## src/rtl/apb_multi_timer.sv

```systemverilog
// apb_multi_timer
//   NUM_CH independent down-counters on one APB slave. They share one
//   prescaler tick. Each channel runs periodic or one-shot, has a sticky
//   expiry FLAG and a maskable, registered interrupt.
//
//   Optional feature macro: TIMER_PRESCALE_EN
//     defined   : PRESCALE register and prescaler counter exist.
//     undefined : tick every cycle. PRESCALE reads 0 and writes to it are
//                 dropped without an error. No prescaler flops exist.
//
// Ports
//   PCLK              clock, rising edge
//   PRESET            synchronous active-high reset
//   PSEL/PENABLE      APB select / access phase
//   PWRITE            1 = write, 0 = read
//   PADDR             byte address, bits [8:0] decoded
//   PWDATA            write data
//   PRDATA            read data (combinational, 0 unless a valid read)
//   PREADY            constant 1
//   PSLVERR           error on an unmapped or illegal access
//   irq[NUM_CH]       per-channel FLAG & IRQ_EN, registered
//   irq_any           OR of irq
//
// Map
//   0x000 + 16*ch : LOAD (RW), CTRL (RW: EN/ONESHOT/IRQ_EN), COUNT (RO),
//                   STATUS (bit0 FLAG, write 1 to clear)
//   0x100 PRESCALE (RW), 0x104 IRQ_STAT (RO)
module apb_multi_timer #(
  parameter int NUM_CH         = 4,
  parameter int CNT_WIDTH      = 32,
  parameter int PRESCALE_WIDTH = 8,
  parameter int DATA_WIDTH     = 32,
  parameter int ADDR_WIDTH     = 32
) (
  input  logic                  PCLK,
  input  logic                  PRESET,
  input  logic                  PSEL,
  input  logic                  PENABLE,
  input  logic                  PWRITE,
  input  logic [ADDR_WIDTH-1:0] PADDR,
  input  logic [DATA_WIDTH-1:0] PWDATA,
  output logic [DATA_WIDTH-1:0] PRDATA,
  output logic                  PREADY,
  output logic                  PSLVERR,
  output logic [NUM_CH-1:0]     irq,
  output logic                  irq_any
);

  typedef enum logic [1:0] {S_IDLE, S_ARM, S_RUN} ch_state_e;

  typedef struct packed {
    logic irq_en;
    logic oneshot;
    logic en;
  } ctrl_t;

  localparam logic [4:0] NUM_CH_W = 5'(NUM_CH);

  // ---------------------------------------------------------------- decode
  logic       access, glob, ch_ok, goff_presc, goff_istat, bad, wr_ok;
  logic [3:0] ch_idx;
  logic [1:0] rsel;

  assign access     = PSEL & PENABLE;
  assign glob       = PADDR[8];
  assign ch_idx     = PADDR[7:4];
  assign rsel       = PADDR[3:2];
  assign ch_ok      = {1'b0, ch_idx} < NUM_CH_W;
  assign goff_presc = glob & (PADDR[7:0] == 8'h00);
  assign goff_istat = glob & (PADDR[7:0] == 8'h04);

  // Illegal: missing channel, write to COUNT, write to IRQ_STAT, or any
  // other global offset.
  assign bad = glob ? ~(goff_presc | (goff_istat & ~PWRITE))
                    : (~ch_ok | (PWRITE & (rsel == 2'd2)));

  assign wr_ok   = access & PWRITE & ~bad;
  assign PSLVERR = access & bad;
  assign PREADY  = 1'b1;

  logic unused_addr;
  assign unused_addr = ^PADDR[ADDR_WIDTH-1:9];

  // ------------------------------------------------------------- prescaler
  logic                  tick;
  logic [DATA_WIDTH-1:0] presc_rd;

`ifdef TIMER_PRESCALE_EN
  logic                      wr_presc;
  logic [PRESCALE_WIDTH-1:0] presc_q, presc_cnt;

  assign wr_presc = wr_ok & goff_presc;
  assign tick     = (presc_cnt == presc_q);
  assign presc_rd = DATA_WIDTH'(presc_q);

  // A PRESCALE write restarts the count so the new period starts cleanly.
  always_ff @(posedge PCLK) begin
    if (PRESET) begin
      presc_q   <= '0;
      presc_cnt <= '0;
    end else if (wr_presc) begin
      presc_q   <= PWDATA[PRESCALE_WIDTH-1:0];
      presc_cnt <= '0;
    end else if (tick) begin
      presc_cnt <= '0;
    end else begin
      presc_cnt <= presc_cnt + 1'b1;
    end
  end
`else
  assign tick     = 1'b1;
  assign presc_rd = '0;
`endif

  // -------------------------------------------------------------- channels
  logic  [NUM_CH-1:0][CNT_WIDTH-1:0] load_v, count_v;
  ctrl_t [NUM_CH-1:0]                ctrl_v;
  logic  [NUM_CH-1:0]                flag_v, istat;

  for (genvar i = 0; i < NUM_CH; i++) begin : g_ch
    ch_state_e            state_q, state_d;
    logic                 sel, wr_load, wr_ctrl, wr_stat, wr_en1, wr_en0;
    logic                 expire, do_load, do_dec;
    logic                 oneshot_q, irq_en_q, flag_q, irq_q;
    logic [CNT_WIDTH-1:0] load_q, count_q;

    assign sel     = wr_ok & ~glob & (ch_idx == 4'(i));
    assign wr_load = sel & (rsel == 2'd0);
    assign wr_ctrl = sel & (rsel == 2'd1);
    assign wr_stat = sel & (rsel == 2'd3);
    assign wr_en1  = wr_ctrl &  PWDATA[0];
    assign wr_en0  = wr_ctrl & ~PWDATA[0];
    assign expire  = (state_q == S_RUN) & tick & (count_q == '0);

    // FSM: state register
    always_ff @(posedge PCLK) begin
      if (PRESET) state_q <= S_IDLE;
      else        state_q <= state_d;
    end

    // FSM: next state. Software EN writes override hardware; an EN=1 write
    // landing on a one-shot expiry re-arms instead of stopping.
    always_comb begin
      state_d = state_q;
      case (state_q)
        S_IDLE:  if (wr_en1) state_d = S_ARM;
        S_ARM:   state_d = S_RUN;
        S_RUN:   if (expire && oneshot_q) state_d = wr_en1 ? S_ARM : S_IDLE;
        default: state_d = S_IDLE;
      endcase
      if (wr_en0) state_d = S_IDLE;
    end

    // FSM: outputs. EN=0 freezes COUNT even if a tick lands that cycle.
    always_comb begin
      do_load = 1'b0;
      do_dec  = 1'b0;
      if (!wr_en0) begin
        do_load = (state_q == S_ARM) | (expire & ~oneshot_q);
        do_dec  = (state_q == S_RUN) & tick & (count_q != '0);
      end
    end

    // Datapath. Expiry set beats a same-cycle W1C of FLAG. irq is taken
    // from registered state so APB inputs never reach it combinationally.
    always_ff @(posedge PCLK) begin
      if (PRESET) begin
        load_q    <= '0;
        count_q   <= '0;
        oneshot_q <= 1'b0;
        irq_en_q  <= 1'b0;
        flag_q    <= 1'b0;
        irq_q     <= 1'b0;
      end else begin
        if (wr_load) load_q <= PWDATA[CNT_WIDTH-1:0];
        if (wr_ctrl) begin
          oneshot_q <= PWDATA[1];
          irq_en_q  <= PWDATA[2];
        end
        if (do_load)     count_q <= load_q;
        else if (do_dec) count_q <= count_q - 1'b1;
        if (expire)                     flag_q <= 1'b1;
        else if (wr_stat && PWDATA[0])  flag_q <= 1'b0;
        irq_q <= flag_q & irq_en_q;
      end
    end

    assign load_v[i]  = load_q;
    assign count_v[i] = count_q;
    assign ctrl_v[i]  = '{irq_en: irq_en_q, oneshot: oneshot_q,
                          en: (state_q != S_IDLE)};
    assign flag_v[i]  = flag_q;
    assign istat[i]   = flag_q & irq_en_q;
    assign irq[i]     = irq_q;
  end

  assign irq_any = |irq;

  // ------------------------------------------------------------- read mux
  logic [DATA_WIDTH-1:0] rd_data;

  always_comb begin
    rd_data = '0;
    if (glob) begin
      if (goff_presc)      rd_data = presc_rd;
      else if (goff_istat) rd_data = DATA_WIDTH'(istat);
    end else begin
      for (int i = 0; i < NUM_CH; i++) begin
        if (ch_idx == 4'(i)) begin
          case (rsel)
            2'd0:    rd_data = DATA_WIDTH'(load_v[i]);
            2'd1:    rd_data = DATA_WIDTH'(ctrl_v[i]);
            2'd2:    rd_data = DATA_WIDTH'(count_v[i]);
            default: rd_data = DATA_WIDTH'(flag_v[i]);
          endcase
        end
      end
    end
  end

  assign PRDATA = (PSEL && !PWRITE && !bad) ? rd_data : '0;

endmodule

```

## config.mk

```make
export PLATFORM = sky130hd
export DESIGN_NAME = apb_multi_timer
export DESIGN_NICKNAME = d
export VERILOG_FILES = /design/src/rtl/apb_multi_timer.sv
export SDC_FILE = /design/constraint.sdc
export NUM_CORES = 1
export LEC_CHECK = 0
export BUFFER_PORTS_ARGS = -buffer_cell sky130_fd_sc_hd__buf_2
export CORE_MARGIN = 3
export CORE_UTILIZATION = 32
export CTS_CLUSTER_DIAMETER = 40
export DETAILED_ROUTE_END_ITERATION = 7
export GPL_TIMING_DRIVEN = 0
export PLACE_DENSITY_LB_ADDON = 0.3
export SYNTH_ARGS = -nofsm -noshare
export SYNTH_HDL_FRONTEND = slang
export SYNTH_SLANG_ARGS = --single-unit
```

## constraint.sdc

```tcl
create_clock -name PCLK -period 3.91 [get_ports PCLK]
set_input_delay 0.5865 -clock PCLK [delete_from_list [all_inputs] [get_ports PCLK]]
set_output_delay 0.5865 -clock PCLK [all_outputs]
set_load 0.02 [all_outputs]
```

==> qor.yml <==
synth.distinct_cells: 96
cts.sinks: 280
fmaxAchievable_mhz: 243
grt_usage_pct: 27.5
synth_edf_count: 0
yosys_warnings: 0
final_nets: 2345
cts_hold_buf: 0
dp.cells: 2892
worst_pin_slew_ns: 1.27
io_buffers: 78
crit_path_end_kind: "output pin"
finalMaxSlewViolations: 0
drcViolationCount: 0
final_area_mm2: 0.0196
wl_per_cell_um: 25.6
grt_pass1_vias: 16900
arrival_ns: 3.53
grt_overflow: 0
drive_gt1_share_pct: 12.5
core-area_mm2: 0.0503
syn2layout_area_growth_pct: 20.0
peakVddDrop_uv: 358
p_leak_nw: 7.38
synth_async_sr_flop_share_pct: 0
power.density_mw_per_mm2: 419
syn_area_per_cell_um2: 7.62
crit_required_ns: 3.32
vias: 18200
cts_tree: "yes"
grt_pass1_wl_um: 111000
yosysSeqAreaShare_pct: 34.4
ys_top_cells_by_area: "dfxtp_1 34%, mux2i_1 8.9%, nand2_1 8.5%, a21oi_1 8.1%, o22ai_1 3.6%"
root_buffer: "clkbuf_16"
htree_levels: 2
critical_path_peak_fanout: 11
antenna_found_initial: 3
cts_buffer_depth: 3
cts_setup_buffers: 0
min_path_type: "primary input to register"
worst-setup-path-type: "primary input to output pin"
drtAntennaViolNets: 0
clk_pin_slew_ns: 0.06
grt_max_degree: 20
synthFlopType: "dfxtp_1"
hold_violations: 0
timing.final.crit_share_pct: 105
status: "finished, violations left"
setup_ws_ns: -0.202
ios: 108
cts_buffers: 55
drt_pre_antenna_iters: 6
slew-limit-headroom_pct: 15.3
syn-num-nets: 2215
period_minus_slack_ns: 4.11
violations: "negative setup slack"
ys_ff_latch: 280
layout.cells.non_filler: 2994
wl_um: 76600
drv_cap: 0
first_iter_violations: 2252
synth_top_area_share_pct: 34.4
initial_utilization_pct: 32.5
dpl_cell_area_mm2: 0.0175
start_kind: "primary input"
dieArea_mm2: 0.0537
yosysTopAreaCell: "dfxtp_1"
gp_congestion: 1.10
synth_area_mm2: 0.0163
vias_per_cell: 6.08
die_x_um: 232
post-synth-top-count-cell: "nand2_1"
hpwl_um: 56700
die_h_um: 232
clkLatencyLatePin_ns: 0.62
synth_cells: 2142
synthTopCellsByCount: "371 x nand2_1, 280 x dfxtp_1, 263 x a21oi_1"
grt_setup_unrepaired: "true"
setup_viol: 8
rows: 82
skew_ns: 0.0298
fillers: 5298
[logic make-up (layout without fill, tap and decap cells)]
logic type      after synthesis  in the layout  synth area share [%]
other cells                   1              4                0.0230
xor+xnor                      1              1                0.0537
buf+inv                     228            405                  6.03
fa+ha+maj                     4              4                 0.307
flops                       280            280                  34.4
mux                         152            152                  9.66
compound gates              647            647                  25.3
simple gates                829            829                  24.3
[timing repair]
item                                    CTS  global route
gates resized for setup                  21            14
endpoints found under the setup margin   28            50
endpoints found under the hold margin     0             0
pin swaps                                 0             0
[per-layer routing]
| metal | share of wire [%] | up-vias | routed length [µm] | track usage [%] |
|---|---|---|---|---|
| met1 | 39 | 8754 | 30200 | 34.7 |
| met4 | 6.7 | 0 | 5140 | 16.1 |
| li1 | - | 8183 | - | - |
| met5 | 0 | - | 0 | 0 |
| met3 | 11 | 237 | 8150 | 7.25 |
| met2 | 43 | 1037 | 33100 | 42.0 |
[worst max-delay path, cell delays in order]
cell,delay [ns]
buf_2,0.16
clkbuf_1,0.26
nor4b_2,0.47
nand2_1,0.46
buf_1,0.33
o22ai_1,0.75
a21oi_1,0.19
nor2_1,0.13
buf_2,0.18
[stage by stage]
stage	total power, mW	hold WS, ns	worst slack, ns	setup TNS [ns]	utilization [%]
after floorplan	3.08	0.437	0.770	0	-
after global placement	3.25	0.455	-0.841	-16.88	34.9
after detailed placement	3.26	0.463	-0.873	-17.97	34.9
after CTS	8.21	0.282	-0.0196	-0.0370	38.9
after global routing	8.36	0.298	-0.172	-1.18	38.9
final	8.20	0.299	-0.202	-1.12	38.9
[cell usage in the layout, fill, tap and decap left out, types with 56 or more instances in the layout]
master,n
nand2_1,371
dfxtp_1,280
a21oi_1,262
mux2i_1,145
nor2_1,131
clkbuf_1,125
o22ai_1,94
buf_2,83
o21ai_0,68
nor3_1,66
inv_1,56
[report_power, final]
group	switching (mW)	internal [mW]	total [mW]
registers	0.00111	2.86	2.86
clock network	1.86	3.12	4.98
logic	0.271	0.0883	0.360
[worst paths after layout]
check	depth (start not counted)	startpoint	slack, ns	end
hold / removal	3	PWDATA[24]	0.30	g_ch[0].load_q[24]$_SDFFE_PP0P_
setup reg to reg	8	g_ch[0].count_q[8]$_SDFFE_PP0P_	0.25	g_ch[0].count_q[30]$_SDFFE_PP0P_
setup / recovery	9	PADDR[5]	-0.20	PRDATA[12]
hold reg to reg	2	g_ch[3].irq_en_q$_SDFFE_PP0N_	0.47	g_ch[3].irq_en_q$_SDFFE_PP0N_
[flip-flops by register name (all words and copies together), names as in the netlist]
| name | flops |
|---|---|
| g_ch.flag_q | 4 |
| g_ch.irq_en_q | 4 |
| g_ch.irq_q | 4 |
| g_ch.load_q | 128 |
| g_ch.state_q | 8 |
| g_ch.oneshot_q | 4 |
| g_ch.count_q | 128 |
[final cells by class]
| cell class | instances | area [µm²] | share of cell area [%] |
|---|---|---|---|
| multi-input combinational | 1634 | 9810 | 50.1 |
| inverter | 59 | 221 | 1.13 |
| antenna | 3 | 7.51 | 0.0383 |
| clock buffer | 59 | 1400 | 7.16 |
| timing repair buffer | 78 | 390 | 1.99 |
| tap | 672 | 841 | 4.30 |
| clock inverter | 45 | 526 | 2.68 |
| sequential | 280 | 5610 | 28.6 |
| buffer | 164 | 771 | 3.94 |
(Power assumes the default switching activity.)
